===== config.mk =====
export PLATFORM = sky130hd
export DESIGN_NAME = afifo_rd_stream
export DESIGN_NICKNAME = d
export VERILOG_FILES = /design/src/rtl/afifo_rd_stream.sv
export SDC_FILE = /design/constraint.sdc
export NUM_CORES = 1
export LEC_CHECK = 0
export BUFFER_PORTS_ARGS = -buffer_cell sky130_fd_sc_hd__buf_2
export CORE_MARGIN = 2
export CORE_UTILIZATION = 48
export DETAILED_ROUTE_END_ITERATION = 16
export MAX_ROUTING_LAYER = met4
export PLACE_DENSITY_LB_ADDON = 0.15
export SLEW_MARGIN = 20
export SYNTH_ARGS = -nofsm -noshare
export SYNTH_HDL_FRONTEND = slang
export SYNTH_SLANG_ARGS = --single-unit

===== constraint.sdc =====
create_clock -name clk -period 1.6 [get_ports clk]
set_input_delay 0.32 -clock clk [delete_from_list [all_inputs] [get_ports clk]]
set_output_delay 0.32 -clock clk [all_outputs]
set_load 0.005 [all_outputs]

===== src/rtl/afifo_rd_stream.sv =====
// Read-side stream adapter for the dual-clock MAC FIFO: absorbs the FIFO's
// 1-cycle read latency into a 2-entry skid buffer and presents a valid/ready stream.
module afifo_rd_stream #(
  parameter int DATA_WIDTH  = 16,
  parameter int COUNT_WIDTH = 16
) (
  input  logic                   clk,
  input  logic                   ainit_n,
  input  logic                   fifo_empty,
  output logic                   fifo_rd_en,
  input  logic [DATA_WIDTH-1:0]  fifo_dout,
  input  logic                   fifo_rd_ack,
  input  logic                   flush,
  output logic [DATA_WIDTH-1:0]  out_data,
  output logic                   out_valid,
  input  logic                   out_ready,
  output logic [COUNT_WIDTH-1:0] word_cnt,
  output logic                   overflow_err
);

  typedef enum logic [1:0] {
    EMPTY = 2'd0,
    ONE   = 2'd1,
    TWO   = 2'd2
  } occ_e;

  occ_e                   state_r;
  occ_e                   state_nxt_s;
  logic                   pending_r;
  logic                   drop_r;
  logic                   valid_r;
  logic                   err_r;
  logic [COUNT_WIDTH-1:0] cnt_r;
  logic [DATA_WIDTH-1:0]  entry0_r;
  logic [DATA_WIDTH-1:0]  entry1_r;
  logic [DATA_WIDTH-1:0]  entry0_nxt_s;
  logic [DATA_WIDTH-1:0]  entry1_nxt_s;
  logic                   pop_s;
  logic                   push_s;
  logic                   ovf_s;
  logic                   rd_en_s;
  logic [1:0]             fill_s;

  assign pop_s  = valid_r && out_ready;
  // An ack belonging to a read issued before a flush must never reach the buffer.
  assign push_s = fifo_rd_ack && !flush && !drop_r;
  assign fill_s = 2'(state_r) + {1'b0, pending_r};

  // Read request: keep buffered words plus in-flight reads within the two slots.
  always_comb begin
    rd_en_s = 1'b0;
    if (!ainit_n || fifo_empty || flush) begin
      rd_en_s = 1'b0;
    end else if (fill_s < 2'd2) begin
      rd_en_s = 1'b1;
    end else if ((fill_s == 2'd2) && pop_s) begin
      rd_en_s = 1'b1;
    end else begin
      rd_en_s = 1'b0;
    end
  end

  // Skid-buffer next state: occupancy and entry shifting on push/pop.
  always_comb begin
    state_nxt_s  = state_r;
    entry0_nxt_s = entry0_r;
    entry1_nxt_s = entry1_r;
    ovf_s        = 1'b0;
    if (flush) begin
      state_nxt_s = EMPTY;
    end else begin
      case (state_r)
        EMPTY: begin
          if (push_s) begin
            state_nxt_s  = ONE;
            entry0_nxt_s = fifo_dout;
          end else begin
            state_nxt_s = EMPTY;
          end
        end
        ONE: begin
          case ({push_s, pop_s})
            2'b10: begin
              state_nxt_s  = TWO;
              entry1_nxt_s = fifo_dout;
            end
            2'b01: state_nxt_s = EMPTY;
            2'b11: entry0_nxt_s = fifo_dout;
            default: state_nxt_s = ONE;
          endcase
        end
        TWO: begin
          case ({push_s, pop_s})
            2'b10: ovf_s = 1'b1;
            2'b01: begin
              state_nxt_s  = ONE;
              entry0_nxt_s = entry1_r;
            end
            2'b11: begin
              entry0_nxt_s = entry1_r;
              entry1_nxt_s = fifo_dout;
            end
            default: state_nxt_s = TWO;
          endcase
        end
        default: state_nxt_s = EMPTY;
      endcase
    end
  end

  // State, buffer, counter and sticky error registers.
  always_ff @(posedge clk or negedge ainit_n) begin
    if (!ainit_n) begin
      state_r   <= EMPTY;
      pending_r <= 1'b0;
      drop_r    <= 1'b0;
      valid_r   <= 1'b0;
      err_r     <= 1'b0;
      cnt_r     <= {COUNT_WIDTH{1'b0}};
      entry0_r  <= {DATA_WIDTH{1'b0}};
      entry1_r  <= {DATA_WIDTH{1'b0}};
    end else begin
      state_r   <= state_nxt_s;
      pending_r <= rd_en_s;
      drop_r    <= flush && pending_r;
      valid_r   <= (state_nxt_s != EMPTY);
      entry0_r  <= entry0_nxt_s;
      entry1_r  <= entry1_nxt_s;
      if (pop_s) begin
        cnt_r <= cnt_r + {{(COUNT_WIDTH-1){1'b0}}, 1'b1};
      end
      if (ovf_s) begin
        err_r <= 1'b1;
      end
    end
  end

  assign fifo_rd_en   = rd_en_s;
  assign out_data     = entry0_r;
  assign out_valid    = valid_r;
  assign word_cnt     = cnt_r;
  assign overflow_err = err_r;

endmodule


==> results of run 1 <==
flip-flops by register name, indices dropped and copies added (netlist names):
name and count:
out_data 16, entry1_r 16, drop_r 1, overflow_err 1
word_cnt 16, pending_r 1, state_r 2, out_valid 1
synth_stat cells:
cell       count  area share
o21ai_0        1      0.0020
o21bai_1       1      0.0031
nand3_2        1      0.0041
mux2_4        10       0.061
dfrtp_1       54        0.55
nor2_1         6      0.0092
and3_1         4       0.010
buf_6          2      0.0092
o21ba_2        1      0.0041
nor3_1         2      0.0041
inv_1          2      0.0031
buf_1          1      0.0015
nor4_1         1      0.0026
nand2_2        1      0.0026
a31o_2         1      0.0036
nand2b_1       1      0.0026
buf_2          1      0.0020
a2bb2oi_1      1      0.0036
xnor2_1       10       0.036
a21oi_4        1      0.0066
nand4_1        4       0.010
and2b_2        1      0.0036
and4_1         3       0.011
xor2_1         6       0.021
and2_1         1      0.0026
a211o_1        2      0.0071
a21oi_1        5       0.010
mux2_2        39        0.18
clkbuf_1       3      0.0046
ha_1           2       0.010
nand3_1        5       0.010
nand2_1        6      0.0092
how the worst max path moves through the flow:
| stage | end | startpoint | cells after the start | slack (ns) |
|---|---|---|---|---|
| floorplan | entry1_r[10] | state_r[0] | 6 | -0.13 |
| global placement | entry1_r[6] | state_r[0] | 5 | -0.06 |
| detailed placement | entry1_r[14] | out_ready | 6 | -0.06 |
| CTS | fifo_rd_en | state_r[0] | 6 | -0.19 |
| global route | fifo_rd_en | state_r[0] | 6 | -0.23 |
| finish | fifo_rd_en | state_r[0] | 6 | -0.18 |
routing by layer:
layer / vias to the layer above / part of all wire / GRT usage
met5: - / 0 / -
met4: 0 / 0.014 / 0.0585
met3: 5 / 0.042 / 0.0397
met2: 37 / 0.48 / 0.262
met1: 770 / 0.47 / 0.228
li1: 789 / - / -
kinds of logic (layout without fill, tap and decap cells):
group	Yosys count	count (layout)	share of synthesized area
buffers and inverters	9	87	0.0204
AO/OA/AOI/OAI	13	13	0.0403
AND/OR/NAND/NOR	36	36	0.0816
flip-flops	54	54	0.550
multiplexers	49	49	0.240
XOR/XNOR	16	16	0.0571
adder cells (fa/ha/maj)	2	2	0.0102
critical path: cells and delay by family (launching register included):
| kind | cells | cell delay, ns |
|---|---|---|
| flip-flops | 1 | 0.40 |
| buffers and inverters | 2 | 0.24 |
| AND/OR/NAND/NOR | 1 | 0.18 |
| adder cells (fa/ha/maj) | 1 | 0.15 |
| XOR/XNOR | 1 | 0.13 |
| AO/OA/AOI/OAI | 1 | 0.06 |
cell type report:
type                            instances  area, sq um
Sequential cell                        54         1350
Inverter                                2         7.51
Clock inverter                          2         10.0
Tap cell                               70         87.6
Timing Repair Buffer                   78          474
Multi-Input combinational cell        116         1090
Fill cell                             435         1920
Clock buffer                            5         68.8
report_power, final:
group / internal (mW) / total, mW / leakage, nW / switching (mW)
Clock: 0.295 / 0.709 / 0.0438 / 0.414
Sequential: 1.72 / 1.94 / 0.666 / 0.224
Combinational: 0.611 / 0.935 / 0.825 / 0.324
Total: 2.63 / 3.59 / 1.53 / 0.962
repair_timing:
action                                  in CTS  in global routing
hold buffers                                 0                  0
buffers inserted                             3                  1
pin swaps                                    2                  2
endpoints found under the setup margin      33                 33
resized for setup                           10                  0
stage by stage:
stage | power, mW | worst slack, ns | hold slack [ns]
after floorplan | 2.48 | -0.126 | 0.0244
after global routing | 3.83 | -0.230 | 0.210
after CTS | 3.64 | -0.189 | 0.177
final | 3.59 | -0.178 | 0.142
after global placement | 2.84 | -0.0588 | 0.448
after detailed placement | 2.87 | -0.0631 | 0.449
==> impl_metrics.ini, run 1 <==
[setup_path]
reg2reg_from = state_r[0]
reg2reg_to = entry1_r[14]
crit_slowest_cell = dfrtp_1
setup.worst_path.end_class = output pin
crit_path_start_kind = flip-flop
path_max_fanout = 2
rr_worst_depth = 6
timing.setup.critical_path_class = flip-flop to output pin
reg2reg_setup_slack_ns = -0.18
cpPeakStageDelay_ns = 0.40
worstPathCellList = buf_6 > ha_4 > xor2_1 > o21ai_1 > and3_1 > buf_2
critical_path_arrival_ns = 1.46
worstPathRequired_ns = 1.28

[sta]
achievable-frequency_mhz = 562
slew_violations = 0
finalSetupViolations = 33
timing.max_slew.rel_slack = 0.544
final_period_minus_worst_setup_slack_ns = 1.78
hold_viol_final = 0
clock-skew-final_ns = 0.00502
worst_pin_slew_ns = 0.683
fin_ws_ns = -0.178
grt_setup_unrepaired = true
layout_worst_path_cycle_share = 1.11
fin_setup_tns_ns = -4.61

[power_and_ir_drop]
p_per_area_nw_per_um2 = 1160
ir_drop_mv = 0.664
cellLeakagePower_nw = 1.53

[run_status]
outcome = finished, violations left
violations = setup timing

[routing]
first_pass_iters = 5
drt-total-wl_um = 4440
drtAntennaViolNets = 0
drc_violations_left = 0
route.detailed.wl_per_inst_um = 13.6
vias_after_detailed_routing = 1601
vias_per_cell = 4.90
drt_iter0_markers = 69

[logic_synthesis]
synth_nets = 203
synthesis.yosys.warnings = 0
yosysSeqAreaShare = 0.550
mapped_cell_area_sq_um = 2450
postSynthAreaPerCell_sq_um = 13.7
netlist-cell-type-count = 32
ys_ff_latch = 54
netlist_instances = 179

[layout]
finished_layout_cells = 327
layout.cells.most_common_list = buf_2 (56), dfrtp_1 (53), mux2_2 (34), buf_4 (19), mux2_4 (15)
final_util = 0.617
share_of_post_route_cells_with_drive_strength_above_1 = 0.553
layout_commonest_cell = buf_2
final_nets = 281
num_antenna_cells = 0
final_non_filler_cell_area_sq_um = 3090
area_delta_synth_final_pct = 26.0

[clocking]
cts.root.buffer_cell = clkbuf_8
path_clk_slew_ns = 0.09
cts_tree = built
cts_h_tree_depth = 2
clock_tree.buffer_depth = 2
worstSkewPairLatency_ns = 0.30
tritoncts.num_buffers = 5
cts.sink_count = 54

[hold_path]
worstHoldPathType = input pin to asynchronous set/reset pin

[global_routing]
grt_pass1_vias = 1499
grt_max_degree = 55
globalRouteTotalUtil = 0.172
grt_overflow = 0
number_of_antenna_violations_at_the_first_check_in_global_routing = 0
grt_first_pass_wirelength_um = 7040

[floorplanning]
num_io_pins = 57
chipWidth_um = 75.5
fp-row-count = 26
start_util = 0.490
die-height_um = 75.5
floorplan.die_area_sq_um = 5700
core_area_sq_um = 5010

[place]
buffer_ports.inserted = 56
routabilityCongestion = 0.806
placed_cells = 316
dp.final_hpwl_um = 3050
dpl-instance-area_sq_um = 2940

[run]
max_cap_viol_count = 0
Note: power is estimated with default switching activity, not from simulation.
==> run 2: changes to the inputs <==
--- a/config.mk
+++ b/config.mk
@@ -5,9 +5,10 @@
 export SDC_FILE = /design/constraint.sdc
 export NUM_CORES = 1
 export LEC_CHECK = 0
+export ABC_AREA = 1
 export BUFFER_PORTS_ARGS = -buffer_cell sky130_fd_sc_hd__buf_2
 export CORE_MARGIN = 2
-export CORE_UTILIZATION = 48
+export CORE_UTILIZATION = 46
 export DETAILED_ROUTE_END_ITERATION = 16
 export MAX_ROUTING_LAYER = met4
 export PLACE_DENSITY_LB_ADDON = 0.15
==> run 2 against run 1 <==
The flow still finishes with violations (setup timing). Combinational power is 11% lower. Clock skew down 0.0025 ns. First-iteration DRC count rose by 30%. Via count rose by 34%. Synthesized area rose by 9.0%. Die area increased by 13%. Wire length is 21% higher. Critical path depth decreased by 2.
==> impl_metrics.ini, run 2 <==
[global_routing]
grt_max_degree = 55
grt_first_pass_wirelength_um = 9530
grt_overflow = 0
grt_pass1_vias = 2052
globalRouteTotalUtil = 0.196
number_of_antenna_violations_at_the_first_check_in_global_routing = 0

[layout]
fillers = 531
share_of_post_route_cells_with_drive_strength_above_1 = 0.274
layout_commonest_cell = nand2_1
num_antenna_cells = 0
final_util = 0.580
final_nets = 402
area_delta_synth_final_pct = 20.8
layout.cells.most_common_list = nand2_1 (94), buf_2 (56), dfrtp_1 (53), inv_1 (39), nand3_1 (26)

[logic_synthesis]
main_combinational_cell_family_by_area_after_synthesis = simple AND/OR/NAND/NOR gates
netlist-cell-type-count = 30
synth_flop_cell = dfrtp_1
yosysSeqAreaShare = 0.505
netlist.area_leader.share = 0.505
synthesis.yosys.warnings = 0
post-synth-top-count-cell = nand2_1
synth_simple_gate_area_share = 0.283
postSynthAreaPerCell_sq_um = 8.44
synthDominantAreaCellType = dfrtp_1
muxShareOfSynthArea = 0
synth.top_cells.by_count = nand2_1 (94), dfrtp_1 (54), inv_1 (39)
synth_compound_gate_area_share = 0.0818
synth_nets = 341
ys_ff_latch = 54
synth-edff-count = 0
netlist_instances = 317
netlist_top_cells_area = dfrtp_1 (50%), nand2_1 (13%), inv_1 (5.5%)
post_synth_fa_ha_maj_area_fraction = 0.00935
synth_xor_area_frac = 0.0295
synthArstFlopShare = 1.00
mapped_cell_area_sq_um = 2680

[floorplanning]
fp-row-count = 27
start_util = 0.480
chipWidth_um = 80.3
floorplan.die_area_sq_um = 6440
die-height_um = 80.3
core_area_sq_um = 5570
num_io_pins = 57

[routing]
drc_violations_left = 0
route.detailed.wl_per_inst_um = 11.9
first_pass_iters = 4
drt_iter0_markers = 90
vias_after_detailed_routing = 2142
drt-total-wl_um = 5380
drtAntennaViolNets = 0
vias_per_cell = 4.75

[clocking]
cts_tree = built
tritoncts.num_buffers = 5
cts_h_tree_depth = 2
cts.root.buffer_cell = clkbuf_8
worstSkewPairLatency_ns = 0.31
clock_tree.buffer_depth = 2
path_clk_slew_ns = 0.09
holdBufCountCts = 0
cts.sink_count = 54

[power_and_ir_drop]
cellLeakagePower_nw = 1.79
ir_drop_mv = 0.626
p_per_area_nw_per_um2 = 1180

[place]
buffer_ports.inserted = 56
dp.final_hpwl_um = 3920
routabilityCongestion = 0.779

[setup_path]
crit_path_start_kind = flip-flop
timing.setup.critical_path_class = flip-flop to output pin
critical_path_arrival_ns = 1.39
worstPathRequired_ns = 1.28
setup.worst_path.end_class = output pin
path_max_fanout = 2

[sta]
layout_worst_path_cycle_share = 1.07
grt_setup_unrepaired = true
hold_viol_final = 0
worst_pin_slew_ns = 0.309
slew_violations = 0
finalSetupViolations = 1
achievable-frequency_mhz = 585
timing.max_slew.rel_slack = 0.792
final_period_minus_worst_setup_slack_ns = 1.71
fin_setup_tns_ns = -0.111
fin_ws_ns = -0.111
clock-skew-final_ns = 0.00252

[run_status]
violations = setup timing
outcome = finished, violations left

[hold_path]
worstHoldPathType = input pin to asynchronous set/reset pin

[run]
max_cap_viol_count = 0
-- run 2: cell types whose count changed in the layout (fill, tap and decap cells not counted), sizes merged, moves of 3 or more --
| cell | before | now |
|---|---|---|
| a21oi | 6 | 1 |
| and3 | 4 | 0 |
| and4 | 3 | 0 |
| buf | 78 | 63 |
| inv | 2 | 43 |
| mux2 | 49 | 0 |
| nand2 | 7 | 109 |
| nand3 | 6 | 27 |
| nor2 | 6 | 15 |
| nor3 | 2 | 5 |
| o21ai | 1 | 34 |
| xnor2 | 10 | 4 |
-- run 2: cells by family (layout without fill, tap and decap cells) --
| kind of cell | after synthesis | after routing |
|---|---|---|
| XOR/XNOR | 9 | 9 |
| flip-flops | 54 | 54 |
| buffers and inverters | 52 | 114 |
| AO/OA/AOI/OAI | 37 | 37 |
| adder cells (fa/ha/maj) | 2 | 2 |
| AND/OR/NAND/NOR | 163 | 163 |
-- run 2: final timing paths --
kind                               startpoint           end  slack [ns]  depth (start not counted)
worst min register to register    out_data[5]   out_data[5]        0.48                          2
worst min-delay path                  ainit_n  word_cnt[13]        0.05                          2
min in group clk                fifo_dout[15]  entry1_r[15]        0.23                          3
worst max register to register     state_r[0]   out_data[5]        0.12                          7
worst max-delay path               state_r[0]    fifo_rd_en       -0.11                          4
max in group asynchronous             ainit_n    state_r[0]        1.31                          2
-- run 2: layout make-up --
type,count,area (sq um),area share
flip-flops and latches,54,1350,0.419
multi-input cells,211,1110,0.345
repair buffers,63,370,0.115
inverters,43,161,0.0499
well taps,72,90.1,0.0279
clock buffers,6,82.6,0.0256
clock inverters,2,60.1,0.0186
-- run 2: routing by layer --
metal / vias to the layer above / wire (um) / global-route usage
met3: 9 / 281 / 0.0506
li1: 1120 / - / -
met5: - / 0 / -
met4: 0 / 117 / 0.0695
met1: 971 / 2630 / 0.268
met2: 42 / 2350 / 0.284
-- run 2: per-stage QoR --
stage	setup WS (ns)	power, mW	hold slack (ns)	instance area [sq um]	cells
final	-0.111	3.82	0.0458	3230	451
after detailed placement	0.0967	2.74	0.392	3050	442
after global placement	0.125	2.71	0.398	3050	442
after floorplan	0.272	2.38	0.0244	2680	317
after global routing	-0.167	4.11	0.0613	3230	451
after CTS	-0.109	3.86	0.0518	3210	451
-- run 2: power breakdown --
part           internal [mW]  switching, mW  leakage, nW
logic                  0.380          0.456         1.05
clock network          0.667          0.437       0.0714
registers               1.69          0.183        0.667
-- run 2: what timing repair did --
item                       in CTS  in global routing
pin swaps                       3                  2
setup buffers                   1                  0
resized for setup               3                  4
setup endpoints to repair       1                  7
hold endpoints to repair        0                  0
-- run 2: worst max-delay path: stages, from the launching register on --
cell and delay, ns:
dfrtp_2 0.44, ha_4 0.27, nor2_2 0.03, o211a_1 0.23, buf_2 0.12
